[config.mk]
export PLATFORM = sky130hd
export DESIGN_NAME = c_drain_io_l3_out_serialize_c_m_axi_read_arb
export DESIGN_NICKNAME = d
export VERILOG_FILES = /design/src/rtl/c_drain_io_l3_out_serialize_c_m_axi_read_arb_pkg.sv /design/src/rtl/c_drain_io_l3_out_serialize_c_m_axi_read_arb_ofifo.sv /design/src/rtl/c_drain_io_l3_out_serialize_c_m_axi_read_arb.sv
export SDC_FILE = /design/constraint.sdc
export NUM_CORES = 1
export LEC_CHECK = 0
export ABC_AREA = 1
export BUFFER_PORTS_ARGS = -buffer_cell sky130_fd_sc_hd__buf_2
export CAP_MARGIN = 20
export CORE_AREA = 2 2 107 109
export DETAILED_ROUTE_END_ITERATION = 6
export DIE_AREA = 0 0 109 111
export HOLD_SLACK_MARGIN = 0.03
export PLACE_DENSITY = 0.68
export SLEW_MARGIN = 10
export SYNTH_ARGS = -nofsm -noshare
export SYNTH_HDL_FRONTEND = slang
export SYNTH_SLANG_ARGS = --single-unit
[constraint.sdc]
create_clock -name ACLK -period 3.1 [get_ports ACLK]
set_input_delay 0.155 -clock ACLK [delete_from_list [all_inputs] [get_ports ACLK]]
set_output_delay 0.155 -clock ACLK [all_outputs]
set_load 0.02 [all_outputs]
[src/rtl/c_drain_io_l3_out_serialize_c_m_axi_read_arb_pkg.sv]
// Shared types and sizing helpers for the HLS m_axi read arbiter.
package c_drain_io_l3_out_serialize_c_m_axi_read_arb_pkg;

  typedef enum logic {
    IDLE = 1'b0,
    BUSY = 1'b1
  } arb_state_e;

  // Port-index width; a single requester still needs a 1-bit index.
  function automatic int idx_w(input int n);
    return (n > 1) ? $clog2(n) : 1;
  endfunction

  localparam int DEF_NUM_PORTS = 2;
  localparam int DEF_IDX_W     = idx_w(DEF_NUM_PORTS);

endpackage

[src/rtl/c_drain_io_l3_out_serialize_c_m_axi_read_arb_ofifo.sv]
// Order FIFO: remembers which requester owns each outstanding read burst.
module c_drain_io_l3_out_serialize_c_m_axi_read_arb_ofifo #(
  parameter int DEPTH = 2,
  parameter int W     = 1
) (
  input  logic         clk,
  input  logic         rst,
  input  logic         en,
  input  logic         push,
  input  logic         pop,
  input  logic [W-1:0] din,
  output logic [W-1:0] dout,
  output logic         empty,
  output logic         full
);

  localparam int AW = $clog2(DEPTH);

  logic [W-1:0]  mem [DEPTH];
  logic [AW-1:0] wp, rp;
  logic [AW:0]   cnt;
  logic          do_push, do_pop;

  assign empty   = (cnt == '0);
  assign full    = (cnt == (AW+1)'(DEPTH));
  assign dout    = mem[rp];
  // A pop frees the slot being written, so push-while-full is legal then.
  assign do_push = en && push && (!full || pop);
  assign do_pop  = en && pop && !empty;

  always_ff @(posedge clk) begin
    if (rst) begin
      wp  <= '0;
      rp  <= '0;
      cnt <= '0;
    end else begin
      if (do_push) wp <= wp + 1'b1;
      if (do_pop)  rp <= rp + 1'b1;
      if (do_push && !do_pop)      cnt <= cnt + 1'b1;
      else if (!do_push && do_pop) cnt <= cnt - 1'b1;
    end
  end

  always_ff @(posedge clk) begin
    if (do_push) mem[wp] <= din;
  end

endmodule

[src/rtl/c_drain_io_l3_out_serialize_c_m_axi_read_arb.sv]
// N-to-1 read arbiter in front of a shared HLS m_axi read port; R beats are
// routed back in request order. Define CDRAIN_READ_ARB_FIXED_PRIO_EN for
// fixed lowest-index-wins arbitration instead of round-robin.
module c_drain_io_l3_out_serialize_c_m_axi_read_arb
  import c_drain_io_l3_out_serialize_c_m_axi_read_arb_pkg::*;
#(
  parameter int NUM_PORTS            = 2,
  parameter int BUS_ADDR_WIDTH       = 32,
  parameter int BUS_DATA_WIDTH       = 32,
  parameter int NUM_READ_OUTSTANDING = 2
) (
  input  logic                                ACLK,
  input  logic                                ARESET,
  input  logic                                ACLK_EN,
  input  logic [NUM_PORTS*BUS_ADDR_WIDTH-1:0] in_P_ARADDR,
  input  logic [NUM_PORTS*32-1:0]             in_P_ARLEN,
  input  logic [NUM_PORTS-1:0]                in_P_ARVALID,
  output logic [NUM_PORTS-1:0]                out_P_ARREADY,
  output logic [BUS_DATA_WIDTH-1:0]           out_P_RDATA,
  output logic [1:0]                          out_P_RLAST,
  output logic [NUM_PORTS-1:0]                out_P_RVALID,
  input  logic [NUM_PORTS-1:0]                in_P_RREADY,
  input  logic [NUM_PORTS-1:0]                in_P_RBURST_READY,
  output logic [BUS_ADDR_WIDTH-1:0]           out_HLS_ARADDR,
  output logic [31:0]                         out_HLS_ARLEN,
  output logic                                out_HLS_ARVALID,
  input  logic                                in_HLS_ARREADY,
  input  logic [BUS_DATA_WIDTH-1:0]           in_HLS_RDATA,
  input  logic [1:0]                          in_HLS_RLAST,
  input  logic                                in_HLS_RVALID,
  output logic                                out_HLS_RREADY,
  output logic                                out_HLS_RBUST_READY
);

  localparam int IW = idx_w(NUM_PORTS);

  arb_state_e                state;
  logic [BUS_ADDR_WIDTH-1:0] hold_addr;
  logic [31:0]               hold_len;
  logic [IW-1:0]             win, head;
  logic                      any_req, grant, pop, f_empty, f_full;
`ifndef CDRAIN_READ_ARB_FIXED_PRIO_EN
  logic [IW-1:0]             rr_ptr;
`endif

  // Descending scan so the highest-priority candidate is assigned last.
  always_comb begin
    win     = '0;
    any_req = 1'b0;
`ifdef CDRAIN_READ_ARB_FIXED_PRIO_EN
    for (int i = NUM_PORTS-1; i >= 0; i--) begin
      if (in_P_ARVALID[i]) begin
        win     = IW'(i);
        any_req = 1'b1;
      end
    end
`else
    for (int i = NUM_PORTS; i >= 1; i--) begin
      if (in_P_ARVALID[(int'(rr_ptr) + i) % NUM_PORTS]) begin
        win     = IW'((int'(rr_ptr) + i) % NUM_PORTS);
        any_req = 1'b1;
      end
    end
`endif
  end

  // Grant is withheld while the clock enable is low so no handshake is lost.
  assign grant         = (state == IDLE) && any_req && !f_full && ACLK_EN;
  assign out_P_ARREADY = grant ? (NUM_PORTS'(1) << win) : '0;

  always_ff @(posedge ACLK) begin
    if (ARESET) begin
      state     <= IDLE;
      hold_addr <= '0;
      hold_len  <= '0;
`ifndef CDRAIN_READ_ARB_FIXED_PRIO_EN
      rr_ptr    <= IW'(NUM_PORTS-1);
`endif
    end else if (ACLK_EN) begin
      case (state)
        IDLE: if (grant) begin
          hold_addr <= in_P_ARADDR[win*BUS_ADDR_WIDTH +: BUS_ADDR_WIDTH];
          hold_len  <= in_P_ARLEN[win*32 +: 32];
`ifndef CDRAIN_READ_ARB_FIXED_PRIO_EN
          rr_ptr    <= win;
`endif
          state     <= BUSY;
        end
        BUSY: if (in_HLS_ARREADY) state <= IDLE;
        default: state <= IDLE;
      endcase
    end
  end

  assign out_HLS_ARVALID = (state == BUSY);
  assign out_HLS_ARADDR  = hold_addr;
  assign out_HLS_ARLEN   = hold_len;

  assign out_P_RDATA         = in_HLS_RDATA;
  assign out_P_RLAST         = in_HLS_RLAST;
  assign out_P_RVALID        = (!f_empty && in_HLS_RVALID) ? (NUM_PORTS'(1) << head) : '0;
  assign out_HLS_RREADY      = !f_empty && in_P_RREADY[head];
  assign out_HLS_RBUST_READY = !f_empty && in_P_RBURST_READY[head];
  assign pop                 = in_HLS_RVALID && out_HLS_RREADY && in_HLS_RLAST[0];

  c_drain_io_l3_out_serialize_c_m_axi_read_arb_ofifo #(
    .DEPTH(NUM_READ_OUTSTANDING),
    .W    (IW)
  ) u_ofifo (
    .clk  (ACLK),
    .rst  (ARESET),
    .en   (ACLK_EN),
    .push (grant),
    .pop  (pop),
    .din  (win),
    .dout (head),
    .empty(f_empty),
    .full (f_full)
  );

endmodule
==> flow_metrics.py <==
metrics = {
    "sta": {
        "setup_viol": 0,
        "min_period_over_period": 0.643,
        "min_period_ns": 1.99,
        "worst_pin_slew_ns": 0.786,
        "hold_violations": 0,
        "fin_ws_ns": 1.11,
        "skew_ns": 0.00550,
        "setup_tns_ns": 0,
        "finalMaxSlewViolations": 0,
        "hold_ws_ns": 0.108,
        "max_freq_mhz": 502,
        "rsz0062_at_grt": "no",
        "slew_headroom": 0.476,
    },
    "place": {
        "dp_hpwl_um": 7040,
        "dpl-instance-area_mm2": 0.00455,
        "dpl_worst_slack_ns": 1.11,
        "port_buffers": 211,
        "gp_congestion": 0.727,
    },
    "synth": {
        "synthDistinctLibCells": 20,
        "synth_most_common_cell": "nand2_1",
        "syn_inst": 586,
        "synth_edf_count": 2,
        "synth_xor_area_frac": 0.00236,
        "syn_nets": 760,
        "synthMuxAreaShare": 0,
        "seq_area_frac_synth": 0.399,
        "synth_flop_cell": "dfxtp_1",
        "synthTopCellsByArea": "dfxtp_1 38%, nand2_1 34%, a21oi_1 9.4%, buf_4 6.9%, buf_2 1.9%",
        "yosys_register_bits": 73,
        "yosys_warnings": 0,
        "post_synth.cell_area_avg_um2": 6.34,
        "synth_top_family_by_area": "simple AND/OR/NAND/NOR gates",
        "syn_area_mm2": 0.00371,
        "synth_adder_area_share": 0.00337,
        "yosysTopAreaCell": "dfxtp_1",
        "synthArstFlopShare": 0,
        "synth-simple-area-share": 0.360,
        "synth_top_cell_area_share": 0.383,
        "synthTopCellsByCount": "335 x nand2_1, 71 x dfxtp_1, 70 x a21oi_1",
        "synth-compound-area-share": 0.103,
    },
    "critical_path": {
        "r2r_slack_ns": 1.11,
        "path_cells": "o21bai_1, nor2_1, nand2_2, inv_2, ha_1, a21oi_1, o21ai_0, o21ai_0, a21oi_1",
        "cp-end-kind": "flip-flop",
        "r2r_start": "out_HLS_ARVALID",
        "reg2regPathDepth": 9,
        "cp_slowest_cell": "inv_2",
        "critPathLaunchType": "flip-flop",
        "critPathKind": "flip-flop to flip-flop",
        "reg2reg_to": "u_ofifo.cnt[1]",
        "crit_buf_inv": 1,
        "critPathRequiredTime_ns": 3.31,
        "critical-path-top-delay-family": "compound AO/OA/AOI/OAI gates",
        "worstSetupPathDepth": 9,
        "crit_arrival_ns": 2.20,
        "crit_path_max_incr_delay_ns": 0.42,
        "crit_path_max_fanout": 33,
    },
    "finish": {
        "multi_input_area_mm2": 0.00174,
        "num_antenna_cells": 0,
        "seqCellArea_mm2": 0.00148,
        "design_area_mm2": 0.00483,
        "final.fill_count": 1248,
        "syn_to_final_growth_pct": 30.2,
        "nNetsFinal": 918,
        "drive_gt1_frac": 0.313,
    },
    "detailed_routing": {
        "ant_nets": 0,
        "drtIter0Drc": 162,
        "drt-total-wl_um": 9840,
        "firstDrtPassIters": 4,
        "routed-via-count": 3961,
        "drc": 0,
        "vias_per_cell": 4.45,
        "wl_per_cell_um": 11.0,
    },
    "power": {
        "p_int_w": 0.00188,
        "power_frac_comb": 0.229,
        "swShare": 0.295,
        "totalPowerFinal_w": 0.00266,
        "power.leakage_nw": 2.63,
        "p_sw_w": 0.000786,
        "p_seq_frac": 0.397,
        "power_frac_clock": 0.374,
        "vdd_drop_max_mv": 0.317,
        "power.density_mw_per_mm2": 551,
    },
    "die": {
        "top_level_ports": 278,
        "core_area_mm2": 0.0111,
        "die_w_um": 109,
        "die_height_um": 111,
        "start_util": 0.335,
        "die_area_mm2": 0.0121,
        "rows": 39,
    },
    "grt": {
        "grt_pass1_vias": 3466,
        "grt_pass1_wl_um": 16000,
        "grtUsageMet3": 0.0435,
        "grt_use_total": 0.163,
        "met2_usage": 0.279,
        "busiest_layer": "met2",
        "grt-ovfl-total": 0,
        "grt_max_degree": 72,
        "grt_antenna_before_repair": 0,
        "use_met1": 0.197,
    },
    "clock_network": {
        "post_cts_resized": 0,
        "clkSinkCount": 73,
        "clkSlewWorstSetupHoldPaths_ns": 0.06,
        "cts-buffers-inserted": 9,
        "clkLatencyLatePin_ns": 0.32,
        "post-cts-setup-buffers": 0,
        "cts_tree": "done",
        "cts_buffer_depth": 2,
        "htree_levels": 3,
        "root_buffer": "clkbuf_16",
        "cts_hold_repair.buffers": 0,
    },
    "min_path": {
        "hold_path_depth": 4,
        "hold_path_end": "out_HLS_ARVALID",
        "hold_class": "input pin to flip-flop",
        "hold_start": "in_HLS_ARREADY",
    },
    "run": {
        "drv_cap": 0,
    },
    "status": {
        "outcome": "complete, no violations",
    },
}
worst reg2reg max path: stages (launching register included):
cell      delay, ns
dfxtp_1        0.32
o21bai_1       0.16
nor2_1         0.11
nand2_2        0.07
inv_2          0.42
ha_1           0.36
a21oi_1        0.12
o21ai_0        0.12
o21ai_0        0.16
a21oi_1        0.05
metal layers:
metal / vias up / share of wire
li1: 2090 / -
met5: - / 0
met4: 0 / 0.015
met3: 18 / 0.075
met1: 1717 / 0.44
met2: 136 / 0.47
through the flow:
step / util / std cells
global route: 0.436 / 891
CTS: 0.436 / 891
floorplan: - / 586
detailed placement: 0.410 / 876
global placement: 0.410 / 876
finish: 0.436 / 891
area by class of cell:
type / count / share of cell area
multi-input cells: 431 / 0.361
inverters: 13 / 0.0101
well taps: 143 / 0.0370
clock inverters: 4 / 0.00932
repair buffers: 216 / 0.226
clock buffers: 11 / 0.0502
flip-flops and latches: 73 / 0.306
registers in the layout, summed over array words and instances (netlist names), named ones only:
register	cells
out_HLS_ARADDR	32
out_HLS_ARLEN	32
out_HLS_ARVALID	1
rr_ptr	1
u_ofifo.cnt	2
u_ofifo.mem	2
u_ofifo.rp	1
u_ofifo.wp	1
cells in the final DEF, fill, tap and decap left out:
master     synthesis  final
a21oi_1           70     70
and3_1             1      1
buf_2             14    211
buf_4             34      5
bufinv_16          0      1
clkbuf_1          14      1
clkbuf_16          0      9
clkbuf_8           0      1
clkinv_2           0      3
dfxtp_1           71     71
edfxtp_1           2      2
ha_1               1      1
inv_1             12     11
inv_2              1      2
nand2_1          335    334
nand2_2            1      2
nand3_1            3      3
nand4_1            1      1
nor2_1            12     12
o21ai_0            5      5
o21bai_1           1      1
xor2_1             1      1
worst max path at each step:
stage                    start             end  slack (ns)
2_1_floorplan  out_HLS_ARVALID  u_ofifo.cnt[1]        1.35
3_3_place_gp   out_HLS_ARVALID  u_ofifo.cnt[1]        1.16
3_5_place_dp   out_HLS_ARVALID  u_ofifo.cnt[1]        1.11
5_1_grt         u_ofifo.cnt[1]  u_ofifo.cnt[1]        0.87
4_1_cts        out_HLS_ARVALID  u_ofifo.cnt[1]        1.09
6_report       out_HLS_ARVALID  u_ofifo.cnt[1]        1.11
cell families (layout without fill, tap and decap cells):
logic type | Yosys count | in the layout
simple gates | 353 | 353
buf+inv | 82 | 244
compound gates | 76 | 76
flops | 73 | 73
fa+ha+maj | 1 | 1
xor+xnor | 1 | 1
power by group through the flow:
stage,Combinational [W],Clock (W),Sequential [W]
final,0.000609,0.000998,0.00106
after global routing,0.000688,0.00108,0.00107
after CTS,0.000615,0.00103,0.00106
after detailed placement,0.000614,0,0.00108
after global placement,0.000615,0,0.00108
after floorplan,0.000382,0,0.00116
(Power assumes the default switching activity.)
